===== config.mk =====
export PLATFORM = sky130hd
export DESIGN_NAME = ped_request_conditioner
export DESIGN_NICKNAME = d
export VERILOG_FILES = /design/src/rtl/ped_request_conditioner.sv
export SDC_FILE = /design/constraint.sdc
export NUM_CORES = 1
export LEC_CHECK = 0
export ABC_AREA = 1
export BUFFER_PORTS_ARGS = -buffer_cell sky130_fd_sc_hd__buf_2
export CAP_MARGIN = 20
export CELL_PAD_IN_SITES_DETAIL_PLACEMENT = 1
export CELL_PAD_IN_SITES_GLOBAL_PLACEMENT = 2
export CORE_MARGIN = 3
export CORE_UTILIZATION = 24
export DETAILED_ROUTE_END_ITERATION = 10
export PLACE_DENSITY = 0.68
export SYNTH_ARGS = -nofsm -noshare
export SYNTH_HDL_FRONTEND = slang
export SYNTH_SLANG_ARGS = --single-unit

===== constraint.sdc =====
create_clock -name clk -period 1.55 [get_ports clk]
set_input_delay 0.0775 -clock clk [delete_from_list [all_inputs] [get_ports clk]]
set_output_delay 0.0775 -clock clk [all_outputs]
set_load 0.05 [all_outputs]

===== src/rtl/ped_request_conditioner.sv =====
// Pedestrian button conditioner: sync, debounce, edge-detect, hold request until green, pulse pass, cooldown.
// Optional build macro PED_QUEUE_EN adds a one-deep queue for presses arriving during ISSUE/COOL.
module ped_request_conditioner #(
  parameter int DEB_CYCLES = 4,
  parameter int COOLDOWN   = 16
) (
  input  logic       clk,
  input  logic       reset,
  input  logic       btn_raw,
  input  logic       green,
  output logic       pass,
  output logic       req_pending,
  output logic       busy,
  output logic [1:0] fsm_state
);

  localparam int DW = $clog2(DEB_CYCLES + 1);
  localparam int CW = (COOLDOWN > 1) ? $clog2(COOLDOWN) : 1;
  localparam logic [DW-1:0] DEB_LAST  = DW'(DEB_CYCLES - 1);
  localparam logic [CW-1:0] COOL_LOAD = CW'(COOLDOWN - 1);

  typedef enum logic [1:0] {
    IDLE  = 2'd0,
    ARMED = 2'd1,
    ISSUE = 2'd2,
    COOL  = 2'd3
  } state_t;

  logic          s1, s2;
  logic          btn_db, btn_db_d;
  logic [DW-1:0] deb_cnt;
  logic          press;
  state_t        state, state_next;
  logic [CW-1:0] cool_cnt, cool_next;

  // NOTE: sequential state uses non-blocking assignments so every flop samples pre-edge values.
  always_ff @(posedge clk or posedge reset) begin
    if (reset) begin
      s1 <= 1'b0;
      s2 <= 1'b0;
    end else begin
      s1 <= btn_raw;
      s2 <= s1;
    end
  end

  // The debounced level only moves after DEB_CYCLES consecutive disagreeing samples.
  always_ff @(posedge clk or posedge reset) begin
    if (reset) begin
      btn_db   <= 1'b0;
      btn_db_d <= 1'b0;
      deb_cnt  <= '0;
    end else begin
      btn_db_d <= btn_db;
      if (s2 != btn_db) begin
        if (deb_cnt == DEB_LAST) begin
          btn_db  <= s2;
          deb_cnt <= '0;
        end else begin
          deb_cnt <= deb_cnt + DW'(1);
        end
      end else begin
        deb_cnt <= '0;
      end
    end
  end

  assign press = btn_db & ~btn_db_d;

`ifdef PED_QUEUE_EN
  logic queued, queued_next;

  always_ff @(posedge clk or posedge reset) begin
    if (reset) queued <= 1'b0;
    else       queued <= queued_next;
  end
`endif

  always_ff @(posedge clk or posedge reset) begin
    if (reset) begin
      state    <= IDLE;
      cool_cnt <= '0;
    end else begin
      state    <= state_next;
      cool_cnt <= cool_next;
    end
  end

  // NOTE: every combinational output gets a default first so no path can infer a latch.
  always_comb begin
    state_next = state;
    cool_next  = cool_cnt;
`ifdef PED_QUEUE_EN
    queued_next = queued;
`endif
    case (state)
      IDLE:  if (press) state_next = ARMED;
      ARMED: if (green) state_next = ISSUE;
      ISSUE: begin
        state_next = COOL;
        cool_next  = COOL_LOAD;
`ifdef PED_QUEUE_EN
        if (press) queued_next = 1'b1;
`endif
      end
      COOL: begin
        if (cool_cnt == '0) begin
`ifdef PED_QUEUE_EN
          // A press landing on the exit cycle is honoured the same as an earlier queued one.
          if (queued || press) state_next = ARMED;
          else                 state_next = IDLE;
          queued_next = 1'b0;
`else
          state_next = IDLE;
`endif
        end else begin
          cool_next = cool_cnt - CW'(1);
`ifdef PED_QUEUE_EN
          if (press) queued_next = 1'b1;
`endif
        end
      end
      default: state_next = IDLE;
    endcase
  end

  assign pass        = (state == ISSUE);
  assign req_pending = (state == ARMED);
  assign busy        = (state == ISSUE) || (state == COOL);
  assign fsm_state   = state;

endmodule

==> results <==
- The run finished with clean final reports.
- The starting utilization of the core area is 26.4%.
- The width of the die is 59.1 um.
- For flop-to-flop paths, the worst setup slack is 0.22 ns.
- In the final routed layout, each cell accounts on average for 10.2 um.
- The count of H-tree levels built during CTS is 1.
- The number of hold-slack violations in the final timing report is 0.
- The cell depth of the worst hold path is 5.
- The synthesized flop and latch total is 13.
- The number of violations reported at the end of detailed-routing iteration 0 is 2.
- The power density over the cells is 2260 nW/um^2.
- The cell area after synthesis is 677 sq um.
- Total power for the finished layout comes to 1.84 mW.
- The nature of the critical path endpoint is an output pin.
- Counting along the longest clock path gives a buffer depth of 2.
- The headroom to the max-slew limit is 66.6%.
- Once detail routing completed, the nets flagged for antenna violations numbered 0.
- The cell family with the largest share of critical-path delay is flip-flops.
- IR analysis of the VDD net gives a maximum drop of 979 uV.
- Synthesis produced 77 cells.
- The top cell type's share of synthesized area is 48.1%.
- The most used flip-flop cell after synthesis is sky130_fd_sc_hd__dfrtp_1.
- The critical path's slowest cell is sky130_fd_sc_hd__dfrtp_2.
- The die outline area is 3490 sq um.
- For this run, global-route usage on met1 was measured as 10.2%.
- The first TritonRoute pass finished after 2 iterations.
- The type of the tightest min-delay check is input port to flop.
- Clock tree synthesis selected as its root buffer the cell sky130_fd_sc_hd__clkbuf_4.
- The repair_antennas step left the layout with diodes totalling 0.
- The first global-routing pass estimated 2290 um of wire.
- The clock tree from TritonCTS is done.
- STA classifies the critical path startpoint as a flop.
- The detailed router placed 510 vias in this run.
- The number of nets in the synthesized netlist is 88.
- The critical path arrival is 1.37 ns.
- In the global route stage, overall resource usage came out at 9.02%.
- Of all flip-flops after synthesis, the portion carrying an async set or reset was 100%.
- The met3 routing resource usage after global routing is 1.53%.
- The number of max-cap violations is 0.
- The share of final-layout standard cells stronger than drive strength 1 is 25.3%.
- The worst register-to-register path has a depth of 7.
- The number of flops mapped to enable cells by yosys is 0.
- The startpoint of the lowest-slack register-to-register path is cool_cnt[0]$_DFFE_PP0P_.
- Clock tree synthesis inserted a total of 3 buffers.
- In this run the most used layer during global routing was met2.
- The end-of-flow core utilization is 31.7%.
- The clock latency on the worst-skew pair is 0.27 ns.
- The count of synthesis-stage warnings from yosys is 0.
- The I/O pin count is 9.
- The floorplan has 18 rows.
- The leakage power figure is 0.434 nW.
- The placeable core region is 2570 sq um.
- Between clock sinks in the finished design, the worst skew comes to 0.00215 ns.
- The number of global-route vias before repair is 537.
- The pin slew with the least headroom to its limit is 0.500 ns.
- Once the clock tree was built, the setup fixing pass inserted 0 buffers.
- Along the worst path, the maximum fanout reaches 5.
- The worst hold path begins at green.
- The worst hold path endpoint is fsm_state[1]$_DFFE_PP0P_.
- Setup repair after global routing left no endpoint under its margin.
- The synthesized netlist contains 15 unique library cells.
- In this run the mean area of a mapped cell was 8.79 sq um.
- Together, buffers and inverters on the worst path number 3.
- The count of input and output buffers is 8.
- Clock-pin slew was measured on the worst setup and hold paths at 0.08 ns.
- The cell type with the highest aggregate area in the netlist is sky130_fd_sc_hd__dfrtp_1.
- The most frequent cell after synthesis is sky130_fd_sc_hd__nand2_1.
- The layout overhead on the synthesized area is 20.3%.
- The time the worst path needs with I/O delays and setup is 1.45 ns.
- In the synthesized netlist, the cells that appear most often are sky130_fd_sc_hd__nand2_1, sky130_fd_sc_hd__dfrtp_1, sky130_fd_sc_hd__inv_1.
- After the last flow step, the layout net total stands at 103.
- The die height is 59.1 um.
- The half-perimeter wire length after detailed placement is 990 um.
- After detailed routing, the total wire length is 1230 um.
- At the end of routability-driven placement, the weighted congestion stood at 0.741.
- The cell seen most often among critical-path stages is sky130_fd_sc_hd__inv_1.
- The residual DRC count is 0.
- The global-route met2 utilization is 15.0%.
- The ratio of final minimum period to clock period is 93.6%.
- After detailed routing, the number of vias per cell comes to 4.21.
- The initial antenna violation count was 0.
- At the worst endpoint, the required time is 1.47 ns.
- Yosys attributes the largest share of cell area to sky130_fd_sc_hd__dfrtp_1, sky130_fd_sc_hd__ha_1, sky130_fd_sc_hd__nand2_1.
- The final count of negative-setup-slack endpoints is 0.
- Counting every sink on the clock net gives 13.
- The stage delay of the slowest cell on the critical path is 0.44 ns.
- Based on the critical path, the design can be clocked at up to 0.689 GHz.
- In this run the critical register-to-register path is captured at cool_cnt[3]$_DFFE_PP0P_.
- The maximum number of pins on one net before global-route repair is 14.
- The number of max-slew violations in the final report was 0.
- The sequential element share of the synthesized area is 48.1%.
- Traced cell by cell, the critical path runs through inv_1, ha_2, inv_1, nand2_1, clkbuf_4.
- The type of the worst setup path is flop to output pin.
- Global routing finished with a remaining overflow of 0.
[area by class of cell]
cell class / instances / area [sq um]
clock buffer: 3 / 22.5
clock inverter: 1 / 5.00
fill: 329 / 1750
inverter: 13 / 48.8
multi-input combinational: 51 / 310
sequential: 13 / 328
tap: 30 / 37.5
timing repair buffer: 10 / 62.6
[worst min-delay path, stage by stage]
cell and delay, ns:
sky130_fd_sc_hd__buf_2 0.09, sky130_fd_sc_hd__nor2_1 0.09, sky130_fd_sc_hd__a21oi_1 0.07, sky130_fd_sc_hd__nand3_1 0.07, sky130_fd_sc_hd__nand2_1 0.05
[metrics by stage]
stage | hold slack (ns) | instance area [sq um] | instances | setup TNS (ns) | setup WS (ns)
after floorplan | -0.0457 | 684 | 77 | -0.00691 | -0.00691
after global placement | 0.128 | 762 | 115 | 0 | 0.243
after global routing | 0.229 | 815 | 121 | 0 | 0.00599
after CTS | 0.196 | 812 | 121 | 0 | 0.0371
final | 0.200 | 815 | 121 | 0 | 0.0996
after detailed placement | 0.137 | 762 | 115 | 0 | 0.215
[cell usage in the layout, fill, tap and decap left out, drive strengths merged]
cell         synthesis  layout
a21oi                1       1
nor3                 1       1
nand2               25      25
o21ai                1       1
xnor2                1       1
clkinv               0       1
buf                  0       7
mux2                 1       1
clkbuf               0       4
or2                  1       1
ha                   7       7
nor2                 5       5
nor3b                1       1
dlygate4sd3          0       2
inv                 13      13
nand3                7       7
dfrtp               13      13
[metal layers]
metal | share of wire, % | vias up
met4 | 2.2 | 0
li1 | - | 266
met1 | 45 | 235
met5 | 0 | -
met3 | 2.0 | 2
met2 | 51 | 7
[repair_timing]
action,in CTS,in global routing
setup endpoints to repair,1,1
endpoints found under the hold margin,14,0
resized for setup,1,1
hold buffers,2,0
gates cloned,0,0
[kinds of logic after synthesis]
| group | Yosys count | share of synthesized area [%] |
|---|---|---|
| AND/OR/NAND/NOR | 40 | 25.7 |
| buffers and inverters | 13 | 7.21 |
| flip-flops | 13 | 48.1 |
| adder cells (fa/ha/maj) | 7 | 12.9 |
| AO/OA/AOI/OAI | 2 | 3.14 |
| XOR/XNOR | 1 | 1.29 |
| multiplexers | 1 | 1.66 |
[sequential cells by signal, summed over array words and instances (netlist names)]
register	count
deb_cnt	3
fsm_state	2
cool_cnt	4
s2	1
btn_db_d	1
btn_db	1
s1	1
[report_power, final]
| part | internal [mW] | switching [mW] |
|---|---|---|
| combinational | 0.345 | 0.693 |
| sequential | 0.482 | 0.115 |
| clock | 0.0954 | 0.110 |
| total | 0.922 | 0.918 |
[how the worst max path moves through the flow]
stage | start | end | slack (ns) | depth (start not counted)
after floorplan | fsm_state[0]$_DFFE_PP0P_ | busy | -0.007 | 4
after global placement | cool_cnt[0]$_DFFE_PP0P_ | cool_cnt[3]$_DFFE_PP0P_ | 0.24 | 7
after detailed placement | cool_cnt[0]$_DFFE_PP0P_ | cool_cnt[0]$_DFFE_PP0P_ | 0.21 | 7
after CTS | fsm_state[0]$_DFFE_PP0P_ | busy | 0.04 | 5
after global routing | fsm_state[0]$_DFFE_PP0P_ | busy | 0.006 | 5
final | fsm_state[0]$_DFFE_PP0P_ | busy | 0.1 | 5
Note: power is estimated with default switching activity, not from simulation.
